--- src/rtl/sram_access_ctrl.sv ---
// Single-port SRAM sequencer: precharge -> wordline (+write drive) -> sense -> one-cycle response.
// Define SRAM_PARITY_EN to add an even-parity column on wr_bits/sense_in and the rsp_err output.
module sram_access_ctrl #(
    parameter int ADDR_W  = 2,
    parameter int DATA_W  = 8,
    parameter int T_PRE   = 2,
    parameter int T_WL    = 2,
    parameter int T_SENSE = 1,
    localparam int ROWS   = 1 << ADDR_W,
`ifdef SRAM_PARITY_EN
    localparam int CW     = DATA_W + 1
`else
    localparam int CW     = DATA_W
`endif
) (
    input  logic              clk,
    input  logic              rst_n,
    input  logic              req_valid,
    output logic              req_ready,
    input  logic              req_we,
    input  logic [ADDR_W-1:0] req_addr,
    input  logic [DATA_W-1:0] req_wdata,
    output logic              rsp_valid,
    output logic [DATA_W-1:0] rsp_rdata,
    output logic              pre,
    output logic [ROWS-1:0]   wl,
    output logic              wde,
    output logic [CW-1:0]     wr_bits,
    output logic              sae,
`ifdef SRAM_PARITY_EN
    output logic              rsp_err,
`endif
    input  logic [CW-1:0]     sense_in
);

    localparam logic [2:0] S_IDLE  = 3'd0;
    localparam logic [2:0] S_PRE   = 3'd1;
    localparam logic [2:0] S_ACC   = 3'd2;
    localparam logic [2:0] S_SENSE = 3'd3;
    localparam logic [2:0] S_DONE  = 3'd4;

    localparam int T_MAX = (T_PRE > T_WL) ? ((T_PRE > T_SENSE) ? T_PRE : T_SENSE)
                                          : ((T_WL > T_SENSE) ? T_WL : T_SENSE);
    localparam int CNT_W = (T_MAX > 1) ? $clog2(T_MAX) : 1;

    logic [2:0]        state_q, state_d;
    logic [CNT_W-1:0]  cnt_q, cnt_d;
    logic              we_q, we_d;
    logic [ADDR_W-1:0] addr_q, addr_d;
    logic [CW-1:0]     wr_bits_q, wr_bits_d;
    logic [DATA_W-1:0] rdata_q, rdata_d;
    logic              req_ready_q, req_ready_d;
    logic              rsp_valid_q, rsp_valid_d;
    logic              pre_q, pre_d;
    logic              wde_q, wde_d;
    logic              sae_q, sae_d;
    logic [ROWS-1:0]   wl_q, wl_d;
    logic [CW-1:0]     wr_word;
    logic              accept;

`ifdef SRAM_PARITY_EN
    logic err_q, err_d;
    assign wr_word = {^req_wdata, req_wdata};
`else
    assign wr_word = req_wdata;
`endif

    assign accept = req_valid & req_ready_q;

    always_comb begin
        // NOTE: every variable gets a default here so no path leaves it unassigned (no latches).
        state_d   = state_q;
        cnt_d     = cnt_q;
        we_d      = we_q;
        addr_d    = addr_q;
        wr_bits_d = wr_bits_q;
        rdata_d   = rdata_q;
`ifdef SRAM_PARITY_EN
        err_d     = err_q;
`endif
        case (state_q)
            S_IDLE: if (accept) begin
                state_d   = S_PRE;
                cnt_d     = CNT_W'(T_PRE - 1);
                we_d      = req_we;
                addr_d    = req_addr;
                wr_bits_d = wr_word;
            end
            S_PRE: if (cnt_q == '0) begin
                state_d = S_ACC;
                cnt_d   = CNT_W'(T_WL - 1);
            end else begin
                cnt_d = cnt_q - CNT_W'(1);
            end
            S_ACC: if (cnt_q == '0) begin
                if (we_q) begin
                    state_d = S_DONE;
`ifdef SRAM_PARITY_EN
                    err_d   = 1'b0;
`endif
                end else begin
                    state_d = S_SENSE;
                    cnt_d   = CNT_W'(T_SENSE - 1);
                end
            end else begin
                cnt_d = cnt_q - CNT_W'(1);
            end
            S_SENSE: if (cnt_q == '0) begin
                state_d = S_DONE;
                rdata_d = sense_in[DATA_W-1:0];
`ifdef SRAM_PARITY_EN
                err_d   = ^sense_in;
`endif
            end else begin
                cnt_d = cnt_q - CNT_W'(1);
            end
            S_DONE:  state_d = S_IDLE;
            default: state_d = S_IDLE;
        endcase

        // Control outputs decode the next state so they come straight from flops, aligned with state_q.
        pre_d       = (state_d == S_PRE);
        wde_d       = (state_d == S_ACC) && we_d;
        sae_d       = (state_d == S_SENSE);
        rsp_valid_d = (state_d == S_DONE);
        req_ready_d = (state_d == S_IDLE);
        wl_d        = '0;
        if (state_d == S_ACC || state_d == S_SENSE) wl_d[addr_d] = 1'b1;
    end

    // NOTE: sequential state uses non-blocking assignments so all flops update from pre-edge values.
    always_ff @(posedge clk or negedge rst_n) begin
        if (!rst_n) begin
            state_q     <= S_IDLE;
            cnt_q       <= '0;
            we_q        <= 1'b0;
            addr_q      <= '0;
            wr_bits_q   <= '0;
            rdata_q     <= '0;
            req_ready_q <= 1'b1;
            rsp_valid_q <= 1'b0;
            pre_q       <= 1'b0;
            wde_q       <= 1'b0;
            sae_q       <= 1'b0;
            wl_q        <= '0;
`ifdef SRAM_PARITY_EN
            err_q       <= 1'b0;
`endif
        end else begin
            state_q     <= state_d;
            cnt_q       <= cnt_d;
            we_q        <= we_d;
            addr_q      <= addr_d;
            wr_bits_q   <= wr_bits_d;
            rdata_q     <= rdata_d;
            req_ready_q <= req_ready_d;
            rsp_valid_q <= rsp_valid_d;
            pre_q       <= pre_d;
            wde_q       <= wde_d;
            sae_q       <= sae_d;
            wl_q        <= wl_d;
`ifdef SRAM_PARITY_EN
            err_q       <= err_d;
`endif
        end
    end

    assign req_ready = req_ready_q;
    assign rsp_valid = rsp_valid_q;
    assign rsp_rdata = rdata_q;
    assign pre       = pre_q;
    assign wl        = wl_q;
    assign wde       = wde_q;
    assign sae       = sae_q;
    assign wr_bits   = wr_bits_q;
`ifdef SRAM_PARITY_EN
    assign rsp_err   = err_q;
`endif

endmodule

--- config.mk ---
export PLATFORM = sky130hd
export DESIGN_NAME = sram_access_ctrl
export DESIGN_NICKNAME = d
export VERILOG_FILES = /design/src/rtl/sram_access_ctrl.sv
export SDC_FILE = /design/constraint.sdc
export NUM_CORES = 1
export LEC_CHECK = 0
export CAP_MARGIN = 40
export CELL_PAD_IN_SITES_DETAIL_PLACEMENT = 1
export CELL_PAD_IN_SITES_GLOBAL_PLACEMENT = 1
export CORE_ASPECT_RATIO = 0.8
export CORE_MARGIN = 3
export CORE_UTILIZATION = 30
export DETAILED_ROUTE_END_ITERATION = 7
export PLACE_DENSITY = 0.79
export SYNTH_ARGS = -nofsm -noshare
export SYNTH_HDL_FRONTEND = slang
export SYNTH_SLANG_ARGS = --single-unit
--- constraint.sdc ---
create_clock -name clk -period 2 [get_ports clk]
set_input_delay 0.4 -clock clk [delete_from_list [all_inputs] [get_ports clk]]
set_output_delay 0.4 -clock clk [all_outputs]
set_load 0.005 [all_outputs]
==> run summary <==
Status: finished, final reports clean
Synth Cell Area: 1330 um^2
Vias per cell: 4.70
Syn Area/Cell: 13.1 um^2
FMAX: 0.578 GHz
Yosys warns: 0
Nets: 174
Core footprint: 4230 um^2
Gpl congestion: 0.725
Finished Layout Cells: 210
Flop-to-flop setup slack: 270 ps
CP arrival: 1890 ps
Leakage: 0.809 nW
Worst-margin pin slew: 425 ps
Die Area: 5280 um^2
Clock buffer depth: 2
Worst min path class: input port to asynchronous set/reset pin
Rows: 21
Final ANT Viol Nets: 0
CTS clk-pin slew, worst paths: 70 ps
Setup repair bufs after CTS: 0
Final TNS setup: 0 ps
Largest net degree at the start of global routing: 33
Required @ worst endpoint: 2160 ps
Clk_skew: 7.11 ps
Slew headroom: 71.6%
Initial DRT Pass Iterations: 3
Grt ovf: 0
Unique masters post-synth: 31
Clk_lat worst skew: 280 ps
Crit end category: flip-flop
Slew Limit Fails: 0
Register area share after synthesis: 60.2%
#FFs+latches synth: 32
PortBufs: 46
Initial antenna violation count: 0
Root buf cell: clkbuf_8
Fin. Hold Viols: 0
H-tree depth: 2
Net count after synthesis: 124
DIE WIDTH: 80.5 um
Crit-path max FO: 10
Most frequent cells in the layout: clkdlybuf4s50_1, dfrtp_1, mux2_2, nor2_1, clkbuf_8
Die Y-Extent: 65.6 um
Global-route wire length before repair: 5130 um
Fillers: 444
Area grow syn2layout: 46.4%
Antenna cells: 0
# setup viols final: 0
Io pins: 47
Cell count after placement: 202
Vias in the first global route: 1,091
Commonest non-fill, non-tap cell in the layout: clkdlybuf4s50_1
Reg area: 802 um^2
DR iter-0 viols: 11
CP Class: flip-flop to flip-flop
Post-Syn Instances: 102
Multi-input gate area in the final layout: 489 um^2
Peak supply drop: 666 uV
RSZ-0062 raised after global routing: false
Util after Layout: 46.1%
PwrDens: 1460 nW/um^2
Total Power: 2.85 mW
Wire length per cell: 14.8 um
HPWL Detailed: 2390 um
# DRC: 0
Dpl cell area: 1860 um^2
Cts hold-fix bufs: 0
DRT Wirelength: 3100 um
Cts bufs inserted: 5
CTS tree: yes
Routed via count: 986
Max-cap violations: 0
Final instance area: 1950 um^2
Clock sinks: 32
Post_cts resized: 0
Clock period minus worst slack: 1730 ps
Tcrit/Tclk final: 86.5%
Layout cells sized above 1: 24.2%
Tot GR Track Use: 12.9%
Worst setup SP type: flip-flop
Starting Density: 31.5%
## power by group
part | switching (mW) | internal (mW) | total [mW]
clock network | 0.221 | 0.274 | 0.495
registers | 0.187 | 0.948 | 1.14
logic | 0.459 | 0.764 | 1.22
## final timing paths
| path | end | startpoint | cells after the start |
|---|---|---|---|
| max | rsp_rdata[7] | state_q[1] | 3 |
| min | rsp_rdata[0] | rst_n | 2 |
| max reg2reg | rsp_rdata[7] | state_q[1] | 3 |
| min reg2reg | rsp_rdata[5] | rsp_rdata[5] | 1 |
| max in group asynchronous | req_ready | rst_n | 2 |
| min in group clk | rsp_rdata[5] | rsp_rdata[5] | 1 |
## metrics by stage
step	setup WS, ps	hold WS (ps)
after floorplan	438	104
after global placement	85.6	488
after detailed placement	16.4	500
after CTS	250	515
after global routing	165	529
final	270	510
## registers in the layout, indices dropped and copies added (netlist names), 2 cells and up
register / flops
rsp_rdata: 8
wr_bits: 8
wl: 4
state_q: 3
addr_q: 2
## critical path: stages (launching register included)
cell and delay, ps:
dfrtp_1 510, or2b_1 330, nor2_2 380, mux2_2 390
## routing by layer
metal	vias to the layer above	share of wire (%)	global-route usage, %
li1	462	-	-
met2	30	52	21.1
met5	-	0	0
met1	489	39	14.6
met4	0	1.3	5.06
met3	5	8.3	6.16
## logic make-up after synthesis
kind of cell,Yosys count,synth area share [%]
flip-flops,32,60.2
AND/OR/NAND/NOR,25,11.8
multiplexers,19,16.1
AO/OA/AOI/OAI,18,8.84
buffers and inverters,8,3.01
## area by class of cell
class	count	share of cell area (%)
Sequential cell	32	41.1
Timing Repair Buffer	50	25.2
Multi-Input combinational cell	62	25.1
Clock inverter	2	0.513
Clock buffer	6	4.24
Tap cell	57	3.66
Inverter	1	0.193
## Yosys cell counts
| cell type | n | area (um^2) |
|---|---|---|
| dfrtp_1 | 31 | 776 |
| mux2_2 | 19 | 214 |
| nor2_1 | 7 | 26.3 |
| a21oi_1 | 5 | 25.0 |
| clkbuf_1 | 4 | 15.0 |
| o21ai_0 | 4 | 20.0 |
| a211oi_1 | 3 | 22.5 |
| nand2_1 | 3 | 11.3 |
| buf_2 | 2 | 10.0 |
| nor2b_1 | 2 | 12.5 |
| or4b_1 | 2 | 20.0 |
| a211oi_2 | 1 | 12.5 |
| a21o_2 | 1 | 8.76 |
| a22oi_1 | 1 | 7.51 |
| and3_1 | 1 | 6.26 |
| buf_6 | 1 | 11.3 |
| dfstp_2 | 1 | 26.3 |
| inv_1 | 1 | 3.75 |
| nand2b_1 | 1 | 6.26 |
| nand2b_4 | 1 | 13.8 |
| nand4b_1 | 1 | 8.76 |
| nand4bb_1 | 1 | 11.3 |
| nor2_2 | 1 | 6.26 |
| nor3_1 | 1 | 5.00 |
| nor3b_1 | 1 | 7.51 |
| o211ai_1 | 1 | 7.51 |
| o21bai_1 | 1 | 7.51 |
| o22ai_1 | 1 | 6.26 |
| or2b_1 | 1 | 7.51 |
| or3_2 | 1 | 7.51 |
| or4_1 | 1 | 7.51 |
(Power assumes the default switching activity.)
==> edit 1: new RTL, config.mk and constraints unchanged <==
The option `SRAM_PARITY_EN` is turned on by a define.
--- a/src/rtl/sram_access_ctrl.sv
+++ b/src/rtl/sram_access_ctrl.sv
@@ -1,5 +1,7 @@
 // Single-port SRAM sequencer: precharge -> wordline (+write drive) -> sense -> one-cycle response.
 // Define SRAM_PARITY_EN to add an even-parity column on wr_bits/sense_in and the rsp_err output.
+`define SRAM_PARITY_EN
+
 module sram_access_ctrl #(
     parameter int ADDR_W  = 2,
     parameter int DATA_W  = 8,
Interface: changed (added rsp_err; resized sense_in and wr_bits); port bits go from 47 to 50. No check against the original RTL was run, so the function may have changed too.
==> edit 1 against the original RTL <==
Final area up 9.9%. Clock power down 0.8%. Synthesized area up 13%. Critical path type is now reg2out. Die area up 12%. Sequential cell count up 2. Worst setup slack better by 0.0048 ns. Wire length up 27%. Largest power group unchanged. Total power up 4.5%. Critical endpoint is now req_ready. Synthesized cell count up 38%.
==> edit 1: results <==
[final_layout]
drive_above_1_share_pct = 9.744
nets = 217
n_antenna_cell = 0
largest_reg_flops = 9

[cts]
cts_resized = 0
post-cts-setup-buffer-count = 0
cts_inserted_buffers = 5
ctsLongestPathBuffers = 2
clock_tree.root_cell = clkbuf_8
clk_pin_slew_worst_paths_ns = 0.07
htree_levels = 2
clk_latency_ns = 0.28

[yosys]
ys.flop_type = dfrtp_1
synthArstFlopShare_pct = 100.0
seq_area_frac_synth_pct = 56.66
synth_nets = 164
ys_types = 28
ys_warn_count = 0
ys_top_cells_by_count = nand2_1, dfrtp_1, xnor2_1
yosys-top-cells-area = dfrtp_1, nand2_1, xnor2_1

[place]
numPortBuffers = 49
placed_area_um2 = 2063
gp_congestion = 0.7643
dp_hpwl_um = 2859

[worst_setup_path]
slowest_stage = dfstp_2
critical-path-top-delay-family = flip-flops
cp.arrival_ns = 1.33
slowest_delay_ns = 0.53
worstPathMaxFanout = 2

[pwr]
vdd_drop_max_uv = 701.4
leakage_nw = 0.9244

[hold_path]
min-delay-path-class = reg2reg

[route]
via_count = 1181
drtIter0Drc = 16
wl_per_cell_um = 15.49
drt_first_pass_iters = 2

[grt]
grt_usage_pct = 14.36
grt_max_degree = 35
grt_pass1_wl_um = 6624
grt_pass1_vias = 1324
antenna_found_initial = 0

[sta]
worst_pin_slew_ns = 0.4714
skew_ns = 0.004759

[outcome]
status = finished, final reports clean
## edit 1: cell types whose count changed after synthesis, moves of 3 or more
cell,delta
nand3b_1,+4
nand2_1,+33
xnor2_1,+12
or3_1,+3
a21oi_1,+3
nor2_1,-3
mux2_2,-11
a211oi_1,-3
clkbuf_1,-3
nand3_1,+4
## edit 1: final cells by class
cell class	instances	area, um^2
clock buffers	8	80.08
fillers	538	2564
inverters	3	11.26
multi-input cells	98	599.3
flip-flops and latches	34	852.1
well taps	60	75.07
repair buffers	52	525.5
## edit 1: metrics by stage
stage,total power (W),std cells,worst slack (ns)
floorplan,0.001792,141,0.4816
global placement,0.002458,247,0.1014
detailed placement,0.002526,247,0.04562
CTS,0.003035,255,0.2540
global route,0.003216,255,0.1311
finish,0.002980,255,0.2748
## edit 1: path summary, 6_finish.rpt
| check | startpoint | to | slack [ns] | cells after the start |
|---|---|---|---|---|
| max | req_ready | req_ready | 0.27 | 1 |
| max in group asynchronous | rst_n | req_ready | 1.11 | 2 |
| min reg2reg | wr_bits[2] | wr_bits[2] | 0.47 | 2 |
| min | wr_bits[2] | wr_bits[2] | 0.47 | 2 |
| min in group asynchronous | rst_n | rsp_rdata[6] | 0.53 | 2 |
| max reg2reg | state_q[2] | rsp_rdata[5] | 0.29 | 3 |
## edit 1: where the power goes
part           internal, W  leakage [nW]  total (W)  switching [W]
Sequential        0.000994         0.428    0.00123       0.000236
Combinational     0.000752         0.457    0.00126       0.000507
Clock             0.000247        0.0395   0.000491       0.000243
## edit 1: metal layers
metal  wire (um)  up-vias  track usage, %
li1            -      566               -
met1        1842      580           18.17
met2        1896       29           23.45
met3         145        6           3.800
met4          65        0           5.272
met5           0        -               0
## edit 1: logic make-up (layout without fill, tap and decap cells)
logic type	Yosys count	in the layout	share of synthesized area, %
AND/OR/NAND/NOR	60	60	18.64
flip-flops	34	34	56.66
AO/OA/AOI/OAI	16	16	6.156
XOR/XNOR	14	14	9.068
buffers and inverters	9	63	3.493
multiplexers	8	8	5.990
## edit 1: worst register-to-register path, stage by stage, from the launching register on
cell	delay (ns)
dfrtp_1	0.50
nand2b_1	0.27
nor2_2	0.43
mux2_2	0.41
==> edit 2: new RTL, same settings <==
Made on the original files. Take the reset off `rdata_q` and load it in a clocked block of its own.
--- a/src/rtl/sram_access_ctrl.sv
+++ b/src/rtl/sram_access_ctrl.sv
@@ -136,7 +136,6 @@
             we_q        <= 1'b0;
             addr_q      <= '0;
             wr_bits_q   <= '0;
-            rdata_q     <= '0;
             req_ready_q <= 1'b1;
             rsp_valid_q <= 1'b0;
             pre_q       <= 1'b0;
@@ -152,7 +151,6 @@
             we_q        <= we_d;
             addr_q      <= addr_d;
             wr_bits_q   <= wr_bits_d;
-            rdata_q     <= rdata_d;
             req_ready_q <= req_ready_d;
             rsp_valid_q <= rsp_valid_d;
             pre_q       <= pre_d;
@@ -163,6 +161,10 @@
             err_q       <= err_d;
 `endif
         end
+    end
+
+    always_ff @(posedge clk) begin
+        rdata_q <= rdata_d;
     end
 
     assign req_ready = req_ready_q;
Check against the original RTL: differs if rst_n is asserted again (counterexample within 10 cycles, from zero or initial values and one cycle with rst_n low); with rst_n held inactive, the same outputs for 10 cycles.
==> edit 2 against the original RTL <==
Global-route usage decreased by 0.16 points. Wire length down 8.5%. Highest routed layer unchanged. Core utilization grew 2.4 points. Hold slack got worse by 0.029 ns. Sequential power is 8% lower. Combinational power shrank 23%. Count of clock-buffer cells in the layout unchanged. Worst setup slack worse by 0.044 ns. Final area decreased by 2.4%. Synthesized area decreased by 4.5%. Total power shrank 9.1%. Sequential cell count unchanged. Critical endpoint is now wl[1].
==> edit 2: results <==
[route]
drtIter0Drc = 46
drt_first_pass_iters = 4
wl_met2_um = 1349
wl_um = 2838
drt-met1-wl_um = 1232

[final_layout]
drive_above_1_share_pct = 18.75
final_cells = 199
num-fill-cells = 421
nets = 165

[yosys]
synthArstFlopShare_pct = 75.00
ys_top_cells_by_count = dfrtp_1, mux2_2, edfxtp_1, nor2_1, a21oi_1
ys.flop_type = dfrtp_1
ys_types = 30
syn_inst = 93
seq_area_frac_synth_pct = 66.24
synth_nets = 115
synth-edff-count = 8

[place]
post-place-cells = 191
dp_hpwl_um = 2106
gp_congestion = 0.7069

[grt]
use_met1_pct = 14.32
grt_usage_pct = 12.77
grt_use_met3_pct = 5.915
grt_pass1_wl_um = 4767
grt_pass1_vias = 974
grt_max_degree = 25

[pwr]
vdd_drop_max_uv = 550.0
swShare_pct = 28.84
leakage_nw = 0.7594
seqPwrFrac_pct = 40.6
pwr-share-clk_pct = 23.1
p_sw_w = 0.0007479

[sta]
whs_ns = 0.4809
worst_pin_slew_ns = 0.6241

[worst_setup_path]
rr_worst_depth = 3
reg2reg_to = wl[1]
worst-r2r-setup-slack_ns = 0.23
slowest_stage = or4b_1

[outcome]
status = finished, final reports clean
==> edit 2: kinds of logic (layout without fill, tap and decap cells) <==
logic type	count (synthesis)	count (layout)	share of synthesized area, %
buffers and inverters	7	58	2.854
AND/OR/NAND/NOR	25	25	11.91
flip-flops	32	32	66.24
AO/OA/AOI/OAI	18	18	9.253
multiplexers	11	11	9.744
==> edit 2: area by class of cell <==
class | count | area share, %
tap | 55 | 3.616
clock buffer | 6 | 3.813
multi-input combinational | 54 | 20.91
clock inverter | 2 | 1.841
sequential | 32 | 44.25
inverter | 1 | 0.1972
timing repair buffer | 49 | 25.38
==> edit 2: per-stage QoR <==
stage                     cell area, um^2   TNS, ns  setup slack (ns)  utilization, %
after floorplan                      1271         0            0.4369               -
after global placement               1790  -0.01279          -0.01279           45.57
after detailed placement             1790   -0.3004          -0.09467           45.57
after CTS                            1898         0            0.1481           48.31
after global routing                 1903         0           0.09080           48.44
final                                1903         0            0.2261           48.44
